--- src/rtl/mem_arb_pkg.sv ---
// rtl/mem_arb_pkg.sv - shared types and defaults for the memory port arbiter
// Purpose: FSM state encoding, owner IDs and default bus/timeout parameters.
// Ports: none (package).
package mem_arb_pkg;

   typedef enum logic [1:0] {
      IDLE  = 2'd0,
      GRANT = 2'd1,
      DONE  = 2'd2
   } state_t;

   localparam logic OWN_IF = 1'b0;
   localparam logic OWN_D  = 1'b1;

   localparam int DEF_AW      = 32;
   localparam int DEF_DW      = 32;
   localparam int DEF_TIMEOUT = 15;

endpackage

--- src/rtl/mem_port_arbiter_if.sv ---
// rtl/mem_port_arbiter_if.sv - requester and memory bus signals of the arbiter
// Purpose: bundles the fetch requester, data requester and memory bus signals.
// Ports (slave = arbiter side):
//   in : if_req, if_addr, d_req, d_we, d_addr, d_wdata, d_be, mem_rdata, mem_ack
//   out: if_rdata, if_mfc, d_rdata, d_mfc, mem_req, mem_we, mem_addr,
//        mem_wdata, mem_be, err, busy
// The master modport is the mirror image, used by requesters / bus models.
interface mem_port_arbiter_if
   import mem_arb_pkg::*;
#(
   parameter int AW = DEF_AW,
   parameter int DW = DEF_DW
);

   logic              if_req;
   logic [AW-1:0]     if_addr;
   logic [DW-1:0]     if_rdata;
   logic              if_mfc;

   logic              d_req;
   logic              d_we;
   logic [AW-1:0]     d_addr;
   logic [DW-1:0]     d_wdata;
   logic [DW/8-1:0]   d_be;
   logic [DW-1:0]     d_rdata;
   logic              d_mfc;

   logic              mem_req;
   logic              mem_we;
   logic [AW-1:0]     mem_addr;
   logic [DW-1:0]     mem_wdata;
   logic [DW/8-1:0]   mem_be;
   logic [DW-1:0]     mem_rdata;
   logic              mem_ack;

   logic              err;
   logic              busy;

   modport slave (
      input  if_req, if_addr, d_req, d_we, d_addr, d_wdata, d_be,
      input  mem_rdata, mem_ack,
      output if_rdata, if_mfc, d_rdata, d_mfc,
      output mem_req, mem_we, mem_addr, mem_wdata, mem_be, err, busy
   );

   modport master (
      output if_req, if_addr, d_req, d_we, d_addr, d_wdata, d_be,
      output mem_rdata, mem_ack,
      input  if_rdata, if_mfc, d_rdata, d_mfc,
      input  mem_req, mem_we, mem_addr, mem_wdata, mem_be, err, busy
   );

endinterface

--- src/rtl/bus_timeout_ctr.sv ---
// rtl/bus_timeout_ctr.sv - saturating GRANT-cycle counter for bus timeout
// Purpose: counts GRANT cycles; flags the last GRANT cycle allowed before abort.
// Ports:
//   clk     in  clock
//   rst     in  synchronous active-high reset
//   clr     in  clear count to 0
//   en      in  count this cycle (saturates at TIMEOUT, never wraps)
//   expired out current cycle is GRANT cycle number TIMEOUT (abort at its end)
module bus_timeout_ctr #(
   parameter int TIMEOUT = 15
) (
   input  logic clk,
   input  logic rst,
   input  logic clr,
   input  logic en,
   output logic expired
);

   localparam int            CW   = $clog2(TIMEOUT + 1);
   localparam logic [CW-1:0] LAST = CW'(TIMEOUT - 1);
   localparam logic [CW-1:0] MAX  = CW'(TIMEOUT);

   logic [CW-1:0] r_cnt;

   always_ff @(posedge clk) begin
      if (rst || clr) begin
         r_cnt <= '0;
      end else if (en && (r_cnt != MAX)) begin
         r_cnt <= r_cnt + CW'(1);
      end
   end

   // Count starts at 0 in the first GRANT cycle, so reaching TIMEOUT-1 means
   // this is the TIMEOUT-th cycle; the counter lands on TIMEOUT at its end.
   assign expired = (r_cnt >= LAST);

endmodule

--- src/rtl/mem_port_arbiter.sv ---
// rtl/mem_port_arbiter.sv - shared memory port arbiter for fetch and load/store
// Purpose: grants the memory bus to fetch or data path (round-robin on ties),
// holds the access until mem_ack or timeout, then pulses the owner's MFC.
// Ports:
//   clk  in  clock
//   rst  in  synchronous active-high reset
//   bus  slave modport of mem_port_arbiter_if (requesters + memory bus)
// All outputs are registered.
module mem_port_arbiter
   import mem_arb_pkg::*;
#(
   parameter int AW      = DEF_AW,
   parameter int DW      = DEF_DW,
   parameter int TIMEOUT = DEF_TIMEOUT
) (
   input logic                 clk,
   input logic                 rst,
   mem_port_arbiter_if.slave   bus
);

   state_t            r_state,     w_state_nxt;
   logic              r_gnt_d,     w_gnt_nxt;
   logic              r_last_d,    w_last_nxt;
   logic              r_mem_req,   w_mem_req_nxt;
   logic              r_mem_we,    w_mem_we_nxt;
   logic [AW-1:0]     r_mem_addr,  w_mem_addr_nxt;
   logic [DW-1:0]     r_mem_wdata, w_mem_wdata_nxt;
   logic [DW/8-1:0]   r_mem_be,    w_mem_be_nxt;
   logic [DW-1:0]     r_if_rdata,  w_if_rdata_nxt;
   logic [DW-1:0]     r_d_rdata,   w_d_rdata_nxt;
   logic              r_if_mfc,    w_if_mfc_nxt;
   logic              r_d_mfc,     w_d_mfc_nxt;
   logic              r_err,       w_err_nxt;
   logic              r_busy,      w_busy_nxt;
   logic              w_pick_d;
   logic              w_cnt_en;
   logic              w_cnt_clr;
   logic              w_expired;

   bus_timeout_ctr #(.TIMEOUT(TIMEOUT)) u_timeout (
      .clk     (clk),
      .rst     (rst),
      .clr     (w_cnt_clr),
      .en      (w_cnt_en),
      .expired (w_expired)
   );

   always_ff @(posedge clk) begin
      if (rst) begin
         r_state     <= IDLE;
         r_gnt_d     <= OWN_IF;
         r_last_d    <= OWN_D;    // first tie goes to fetch
         r_mem_req   <= 1'b0;
         r_mem_we    <= 1'b0;
         r_mem_addr  <= '0;
         r_mem_wdata <= '0;
         r_mem_be    <= '0;
         r_if_rdata  <= '0;
         r_d_rdata   <= '0;
         r_if_mfc    <= 1'b0;
         r_d_mfc     <= 1'b0;
         r_err       <= 1'b0;
         r_busy      <= 1'b0;
      end else begin
         r_state     <= w_state_nxt;
         r_gnt_d     <= w_gnt_nxt;
         r_last_d    <= w_last_nxt;
         r_mem_req   <= w_mem_req_nxt;
         r_mem_we    <= w_mem_we_nxt;
         r_mem_addr  <= w_mem_addr_nxt;
         r_mem_wdata <= w_mem_wdata_nxt;
         r_mem_be    <= w_mem_be_nxt;
         r_if_rdata  <= w_if_rdata_nxt;
         r_d_rdata   <= w_d_rdata_nxt;
         r_if_mfc    <= w_if_mfc_nxt;
         r_d_mfc     <= w_d_mfc_nxt;
         r_err       <= w_err_nxt;
         r_busy      <= w_busy_nxt;
      end
   end

   always_comb begin
      w_state_nxt     = r_state;
      w_gnt_nxt       = r_gnt_d;
      w_last_nxt      = r_last_d;
      w_mem_req_nxt   = r_mem_req;
      w_mem_we_nxt    = r_mem_we;
      w_mem_addr_nxt  = r_mem_addr;
      w_mem_wdata_nxt = r_mem_wdata;
      w_mem_be_nxt    = r_mem_be;
      w_if_rdata_nxt  = r_if_rdata;
      w_d_rdata_nxt   = r_d_rdata;
      w_if_mfc_nxt    = 1'b0;
      w_d_mfc_nxt     = 1'b0;
      w_err_nxt       = 1'b0;
      w_busy_nxt      = r_busy;
      w_cnt_en        = 1'b0;
      w_cnt_clr       = 1'b0;
      // On a tie the previous loser wins; otherwise whoever is asking.
      w_pick_d        = (bus.if_req && bus.d_req) ? ~r_last_d : bus.d_req;

      case (r_state)
         IDLE: begin
            if (bus.if_req || bus.d_req) begin
               w_gnt_nxt     = w_pick_d;
               w_mem_req_nxt = 1'b1;
               w_busy_nxt    = 1'b1;
               w_state_nxt   = GRANT;
               if (w_pick_d == OWN_D) begin
                  w_mem_we_nxt    = bus.d_we;
                  w_mem_addr_nxt  = bus.d_addr;
                  w_mem_wdata_nxt = bus.d_wdata;
                  w_mem_be_nxt    = bus.d_be;
               end else begin
                  w_mem_we_nxt    = 1'b0;
                  w_mem_addr_nxt  = bus.if_addr;
                  w_mem_wdata_nxt = '0;
                  w_mem_be_nxt    = '1;
               end
            end
         end
         GRANT: begin
            w_cnt_en = 1'b1;
            // MFC/err are set on the way into DONE so they are high during DONE.
            if (bus.mem_ack || w_expired) begin
               w_mem_req_nxt = 1'b0;
               w_state_nxt   = DONE;
               w_err_nxt     = ~bus.mem_ack;
               if (r_gnt_d == OWN_D) begin
                  w_d_rdata_nxt = bus.mem_ack ? bus.mem_rdata : '0;
                  w_d_mfc_nxt   = 1'b1;
               end else begin
                  w_if_rdata_nxt = bus.mem_ack ? bus.mem_rdata : '0;
                  w_if_mfc_nxt   = 1'b1;
               end
            end
         end
         DONE: begin
            w_last_nxt  = r_gnt_d;
            w_cnt_clr   = 1'b1;
            w_busy_nxt  = 1'b0;
            w_state_nxt = IDLE;
         end
         default: begin
            w_mem_req_nxt = 1'b0;
            w_busy_nxt    = 1'b0;
            w_cnt_clr     = 1'b1;
            w_state_nxt   = IDLE;
         end
      endcase
   end

   assign bus.mem_req   = r_mem_req;
   assign bus.mem_we    = r_mem_we;
   assign bus.mem_addr  = r_mem_addr;
   assign bus.mem_wdata = r_mem_wdata;
   assign bus.mem_be    = r_mem_be;
   assign bus.if_rdata  = r_if_rdata;
   assign bus.d_rdata   = r_d_rdata;
   assign bus.if_mfc    = r_if_mfc;
   assign bus.d_mfc     = r_d_mfc;
   assign bus.err       = r_err;
   assign bus.busy      = r_busy;

endmodule

--- src/flat_wrapper.sv ---
// flat-port wrapper written by rule: the top's interface ports become plain ports
module mem_port_arbiter_flat import mem_arb_pkg::*;
#(
   parameter int AW      = DEF_AW,
   parameter int DW      = DEF_DW,
   parameter int TIMEOUT = DEF_TIMEOUT
)
  (clk, rst, bus_if_req, bus_if_addr, bus_d_req, bus_d_we, bus_d_addr, bus_d_wdata, bus_d_be, bus_mem_rdata, bus_mem_ack, bus_if_rdata, bus_if_mfc, bus_d_rdata, bus_d_mfc, bus_mem_req, bus_mem_we, bus_mem_addr, bus_mem_wdata, bus_mem_be, bus_err, bus_busy);
  mem_port_arbiter_if #(.AW(AW), .DW(DW)) bus_i ();
  input logic clk;
  input logic rst;
  input wire logic [$bits(bus_i.if_req)-1:0] bus_if_req;
  input wire logic [$bits(bus_i.if_addr)-1:0] bus_if_addr;
  input wire logic [$bits(bus_i.d_req)-1:0] bus_d_req;
  input wire logic [$bits(bus_i.d_we)-1:0] bus_d_we;
  input wire logic [$bits(bus_i.d_addr)-1:0] bus_d_addr;
  input wire logic [$bits(bus_i.d_wdata)-1:0] bus_d_wdata;
  input wire logic [$bits(bus_i.d_be)-1:0] bus_d_be;
  input wire logic [$bits(bus_i.mem_rdata)-1:0] bus_mem_rdata;
  input wire logic [$bits(bus_i.mem_ack)-1:0] bus_mem_ack;
  output wire logic [$bits(bus_i.if_rdata)-1:0] bus_if_rdata;
  output wire logic [$bits(bus_i.if_mfc)-1:0] bus_if_mfc;
  output wire logic [$bits(bus_i.d_rdata)-1:0] bus_d_rdata;
  output wire logic [$bits(bus_i.d_mfc)-1:0] bus_d_mfc;
  output wire logic [$bits(bus_i.mem_req)-1:0] bus_mem_req;
  output wire logic [$bits(bus_i.mem_we)-1:0] bus_mem_we;
  output wire logic [$bits(bus_i.mem_addr)-1:0] bus_mem_addr;
  output wire logic [$bits(bus_i.mem_wdata)-1:0] bus_mem_wdata;
  output wire logic [$bits(bus_i.mem_be)-1:0] bus_mem_be;
  output wire logic [$bits(bus_i.err)-1:0] bus_err;
  output wire logic [$bits(bus_i.busy)-1:0] bus_busy;
  assign bus_i.if_req = bus_if_req;
  assign bus_i.if_addr = bus_if_addr;
  assign bus_i.d_req = bus_d_req;
  assign bus_i.d_we = bus_d_we;
  assign bus_i.d_addr = bus_d_addr;
  assign bus_i.d_wdata = bus_d_wdata;
  assign bus_i.d_be = bus_d_be;
  assign bus_i.mem_rdata = bus_mem_rdata;
  assign bus_i.mem_ack = bus_mem_ack;
  assign bus_if_rdata = bus_i.if_rdata;
  assign bus_if_mfc = bus_i.if_mfc;
  assign bus_d_rdata = bus_i.d_rdata;
  assign bus_d_mfc = bus_i.d_mfc;
  assign bus_mem_req = bus_i.mem_req;
  assign bus_mem_we = bus_i.mem_we;
  assign bus_mem_addr = bus_i.mem_addr;
  assign bus_mem_wdata = bus_i.mem_wdata;
  assign bus_mem_be = bus_i.mem_be;
  assign bus_err = bus_i.err;
  assign bus_busy = bus_i.busy;
  mem_port_arbiter #(.AW(AW), .DW(DW), .TIMEOUT(TIMEOUT)) u_core (.clk(clk), .rst(rst), .bus(bus_i));
endmodule
--- config.mk ---
export PLATFORM = sky130hd
export DESIGN_NAME = mem_port_arbiter_flat
export DESIGN_NICKNAME = d
export VERILOG_FILES = /design/src/rtl/mem_arb_pkg.sv /design/src/rtl/mem_port_arbiter_if.sv /design/src/rtl/bus_timeout_ctr.sv /design/src/rtl/mem_port_arbiter.sv /design/src/flat_wrapper.sv
export SDC_FILE = /design/constraint.sdc
export NUM_CORES = 1
export LEC_CHECK = 0
export BUFFER_PORTS_ARGS = -buffer_cell sky130_fd_sc_hd__buf_2
export CAP_MARGIN = 15
export CORE_UTILIZATION = 43
export CTS_CLUSTER_DIAMETER = 100
export CTS_CLUSTER_SIZE = 12
export DETAILED_ROUTE_END_ITERATION = 7
export PLACE_DENSITY_LB_ADDON = 0.25
export SKIP_CTS_REPAIR_TIMING = 1
export SYNTH_ARGS = -nofsm -noshare
export SYNTH_HDL_FRONTEND = slang
export SYNTH_SLANG_ARGS = --single-unit
--- constraint.sdc ---
create_clock -name clk -period 1.6 [get_ports clk]
set_input_delay 0.24 -clock clk [delete_from_list [all_inputs] [get_ports clk]]
set_output_delay 0.24 -clock clk [all_outputs]
set_load 0.05 [all_outputs]
# Word level (Yosys, flattened, before mapping)

Cells that the tools add are included.

Add/subtract/negate cells: 1
$lt $le $gt $ge: 1
Equal/unequal tests: 5
Mux-type cells: 17
Bitwise logic cells: 6
Reduce and logical (&&, ||, !) cells: 14

Operator list:

| cell                                                            | number |
|---|---|
| 32-bit two-way mux                                              | 3 |
| 3-bit AND reduction                                             | 3 |
| 1-bit two-way mux                                               | 8 |
| 1-bit inverter                                                  | 6 |
| 2-bit AND reduction                                             | 3 |
| 4-bit by 1-bit adder with 4-bit output, second input constant   | 1 |
| 4-bit greater-or-equal comparator, second input constant        | 1 |
| 2-bit two-way mux                                               | 2 |
| 4-bit two-way mux                                               | 1 |
| 2-bit by 1-bit != test with 1-bit output, second input constant | 2 |
| 4-bit != test, second input constant                            | 1 |
| 2-bit case mux with 2 select lines                              | 1 |
| 1-bit logical OR                                                | 3 |
| 1-bit case mux with 3 select lines                              | 1 |
| 3-bit OR reduction                                              | 1 |
| 2-bit by 1-bit == test with 1-bit output, second input constant | 1 |
| 2-bit == test, second input constant                            | 1 |
| 1-bit logical AND                                               | 2 |
| 2-bit zero test                                                 | 1 |
| 1-bit case mux with 2 select lines                              | 1 |
| 2-bit OR reduction                                              | 1 |

Bits in registers: 146
Bits of input ports: 138
Output and inout port bits: 138
Logic and storage cells: 59

# Logic depth before layout (Yosys ltp)

Word-level depth: 4
Depth in mapped cells: 7
Mapped depth without buffers: 5

# Modules after synthesis

A second synthesis with hierarchy kept.

Cell total of the unflattened synthesis: 583
Area total of the unflattened synthesis: 5726.7 sq um

Modules (own cells, without submodules):

| module           | times used | cells an instance | area each (sq um) | sequential area each (sq um) |
|---|---|---|---|---|
| mem_port_arbiter | 1          | 561               | 5504.0            | 2842.7 |
| bus_timeout_ctr  | 1          | 22                | 222.7             | 80.1 |

# Worst setup path after synthesis

OpenSTA, ideal clock, no wires.

Path type: reg-to-reg
Start point: reg u_core.u_timeout.r_cnt[1]
End point: reg u_core.r_d_rdata[3], in the netlist u_core.bus.d_rdata[3]
Setup time: 122 ps
Arrival time: 1472 ps
Setup slack: 6 ps
Stages on the path, launching flop included: 7
Path buffers: 2
Clock period less this slack: 1594 ps
Cell sequence: dfxtp_1 ha_1 o211ai_4 and2_4 buf_6 buf_6 a311o_1

Word-level cells in the longest chain between the ends: 3

Ends and longest elaborated chain:

| what                              | RTL line                | source |
|---|---|---|
| start: declaration                | bus_timeout_ctr.sv:23   | `logic [CW-1:0] r_cnt;` |
| start signal: assignment          | bus_timeout_ctr.sv:29   | `r_cnt <= r_cnt + CW'(1);` |
| 4-bit greater-or-equal comparator | bus_timeout_ctr.sv:35   | `assign expired = (r_cnt >= LAST);` |
| 1-bit logical OR                  | mem_port_arbiter.sv:125 | `if (bus.mem_ack \|\| w_expired) begin` |
| 3-bit AND reduction (no line)     | n/a                     |  |
| end signal: assignment            | mem_port_arbiter.sv:74  | `r_d_rdata <= w_d_rdata_nxt;` |
| end: declaration                  | mem_port_arbiter.sv:30  | `logic [DW-1:0] r_d_rdata, w_d_rdata_nxt;` |

Every way passes these cells.
A chain may end at the register's enable or synchronous reset.

# Worst setup path in the final report

Start point: reg u_core.u_timeout.r_cnt[0]
End point: reg u_core.r_d_rdata[12], in the netlist u_core.bus.d_rdata[12]

Same word-level chain as after synthesis.

==> summary.md <==
| Metric | Value |
|---|---|
| Setup TNS | `0 ns` |
| Vias/cell | `about 5.6` |
| Drt first pass iters | `5` |
| Reg clk slew, reported paths | `~0.060 ns` |
| Initial Util | `about 44%` |
| Min cycle time layout | `1.51 ns` |
| Max VDD drop | `0.000745 V` |
| Number of global-route vias before repair | `roughly 5900` |
| Largest net degree at the start of global routing | `74` |
| Worst path arrival time | `between 1.5 and 2 ns` |
| Overall Power | `between 0.01 and 0.015 W` |
| WL/cell | `between 15 and 20 um` |
| CP endpoint kind | `flip-flop` |
| Clock Path Buffers | `2` |
| First-pass GRT wire length | `a little under 30 mm` |
| Dominant cells by area after synthesis | `dfxtp_1 (46%), nand2_1 (7.7%), a21oi_1 (5.4%)` |
| I/O pins | `~280` |
| GPL Wtd Cong | `slightly above 0.8` |
| Wirelength, routed | `19.3 mm` |
| Htree depth | `4` |
| Least-Margin Pin Slew | `approximately 0.37 ns` |
| FFs w/ async S/R, synth | `0%` |
| Area grow syn2layout | `34.6%` |
| Crit path launch | `u_core.u_timeout.r_cnt[0]` |
| CTS tree | `done` |
| Die area | `~15000 um^2` |
| Crit Path Max Fanout | `22` |
| Tcrit/Tclk final | `a little over nine tenths` |
| Most common cell in the netlist | `dfxtp_1` |
| Cell Pwr Density | `1180 nW/um^2` |
| Status | `finished, final reports clean` |
| WP data required | `1.90 ns` |
| Core Util, Final | `approximately 59%` |
| 1st-iter DRT viols | `between 500 and 600` |
| Drt drc | `0` |
| Inserted Clock Buffers | `17` |
| Main synth FF type | `dfxtp_1` |
| Relative slew slack | `75.2%` |
| ANT nets after route | `0` |
| Share of post-route cells with drive strength above 1 | `34.3%` |
| Seq/Total Area, Yosys | `a little under half` |
| Syn_area_per_cell | `just over 8 um^2` |
| Synthesis warning total | `0` |
| WS Path Type | `flip-flop to flip-flop` |
| Hold crit path type | `primary input to flip-flop` |
| Vias | `a little under 7000` |
| Area share of the largest cell type after synthesis | `a little under half` |
| Yosys top cell by area | `dfxtp_1` |
| Post-synth EDFFs | `0` |
| # nets final | `between 1000 and 1500` |
| R2r endpoint | `u_core.bus.d_rdata[12]` |
| Worst Clk Skew | `about 0.0057 ns` |
| Setup crit end | `u_core.bus.d_rdata[12]` |
| Overall die width | `~120 um` |
| Clk sinks | `around 150` |
| Final HPWL DP | `12.9 mm` |
| Mapped Cells | `770` |
| FF-to-FF Start | `u_core.u_timeout.r_cnt[0]` |
| Most frequent cells after synthesis | `dfxtp_1 (146), nand2_1 (130), a21oi_1 (69), nand3_1 (69), clkbuf_1 (51)` |
| CP Launch Type | `flip-flop` |
| Max-slew violations | `0` |
| Die height | `approximately 120 um` |
| Yosys reg bits | `around 150` |
| GRT Resource Usage Total | `between 20 and 25%` |
| Core area | `approximately 14000 um^2` |
| Hold Fails Final Rpt | `0` |
| Initial antenna violation count | `0` |
| Count of final setup violators | `0` |
| Leak pwr | `approximately 3.9 nW` |
| Max cap viols | `0` |
| R2R Setup Slk | `between 0.09 and 0.1 ns` |
| Syn_nets | `between 900 and 1000` |
| Antenna cell count | `0` |
| FF-to-FF path depth | `6` |
| Post-Syn Area | `~6400 um^2` |
| Fillcell total | `roughly 1400` |
| IO Port Bufs | `about 280` |
| Clk_lat worst skew | `0.41 ns` |
| Fmax | `about 660 MHz` |
| CTS root buf | `clkbuf_16` |
| RSZ-0062 raised after global routing | `no` |
| Post-synthesis cell type count | `between 40 and 50` |
| FP Rows | `44` |
| Gr ovfl total | `0` |
power by group:
part | internal (W) | switching, W | total [W]
clock | 0.00227 | 0.00143 | 0.00370
sequential | 0.00390 | 0.000150 | 0.00405
combinational | 0.000714 | 0.00169 | 0.00241
total | 0.00688 | 0.00327 | 0.0102
worst min-delay path by stage:
stage | startpoint | to | cells after the start
CTS | bus_d_be[2] | u_core.bus.mem_be[2] | 2
floorplan | bus_if_addr[0] | u_core.bus.mem_addr[0] | 2
global placement | u_core.bus.busy | u_core.bus.busy | 1
finish | bus_d_be[2] | u_core.bus.mem_be[2] | 2
global route | bus_d_be[1] | u_core.bus.mem_be[1] | 2
detailed placement | u_core.bus.mem_wdata[26] | u_core.bus.mem_wdata[26] | 2
state kept, by name, indices dropped and copies added (netlist names):
| signal | flops |
|---|---|
| u_core.bus.mem_addr | 32 |
| u_core.bus.mem_req | 1 |
| u_core.bus.mem_be | 4 |
| u_core.bus.d_mfc | 1 |
| u_core.r_state | 2 |
| u_core.r_last_d | 1 |
| u_core.bus.d_rdata | 32 |
| u_core.bus.err | 1 |
| u_core.u_timeout.r_cnt | 4 |
| u_core.r_gnt_d | 1 |
| u_core.bus.if_rdata | 32 |
| u_core.bus.mem_wdata | 32 |
| u_core.bus.if_mfc | 1 |
| u_core.bus.mem_we | 1 |
| u_core.bus.busy | 1 |
per-layer routing:
layer | wire (um) | vias up | global-route usage (%)
met3 | 1670 | 28 | 7.78
met5 | 0 | - | 0
met4 | 413 | 0 | 10.1
met1 | 8560 | 3166 | 31.9
li1 | - | 3336 | -
met2 | 8660 | 257 | 37.8
layout make-up:
class                           instances  area [um^2]  share of cell area [%]
Tap cell                              184          230                    2.68
Clock inverter                          7         85.1                   0.991
Clock buffer                           24          452                    5.26
Timing Repair Buffer                  312         1830                    21.3
Multi-Input combinational cell        530         3050                    35.5
Sequential cell                       146         2920                    34.1
Inverter                                5         18.8                   0.219
per-stage QoR:
step | cell area [um^2] | hold slack (ns) | setup slack, ns | instances
2_1_floorplan | 6380 | 0.400 | 0.00581 | 770
3_3_place_gp | 8030 | 0.447 | 0.124 | 1177
3_5_place_dp | 8030 | 0.462 | 0.0820 | 1177
4_1_cts | 8570 | 0.0704 | 0.0745 | 1208
5_1_grt | 8580 | 0.0754 | 0.0127 | 1208
6_report | 8580 | 0.0834 | 0.0904 | 1208
kinds of logic (layout without fill, tap and decap cells):
logic type,Yosys count,count (layout),synth area share (%)
simple gates,313,313,23.9
fa+ha+maj,2,2,0.392
flops,146,146,45.8
buf+inv,94,348,6.81
compound gates,215,215,23.1
worst max-delay path, stage by stage, from the launching register on:
cell	delay, ns
dfxtp_1	0.33
inv_2	0.08
ha_2	0.19
o211ai_4	0.09
and2_4	0.20
buf_12	0.15
a311o_1	0.35
cells in the final DEF, fill, tap and decap left out, types with 2 or more instances in the layout:
| master | instances |
|---|---|
| buf_2 | 274 |
| a31oi_1 | 32 |
| nand4_1 | 34 |
| buf_6 | 2 |
| buf_4 | 23 |
| o21ai_0 | 33 |
| buf_12 | 13 |
| nor3_1 | 35 |
| and3_1 | 33 |
| nand3_1 | 69 |
| nor2_1 | 3 |
| nand2_1 | 130 |
| o21ai_1 | 2 |
| bufinv_16 | 2 |
| clkinv_2 | 5 |
| a21oi_1 | 69 |
| a311o_1 | 32 |
| inv_1 | 2 |
| clkbuf_16 | 17 |
| inv_2 | 3 |
| dfxtp_1 | 145 |
| clkbuf_1 | 7 |
| a311oi_1 | 32 |
| o221a_1 | 4 |
No activity file was read; power rests on OpenSTA's default activity.
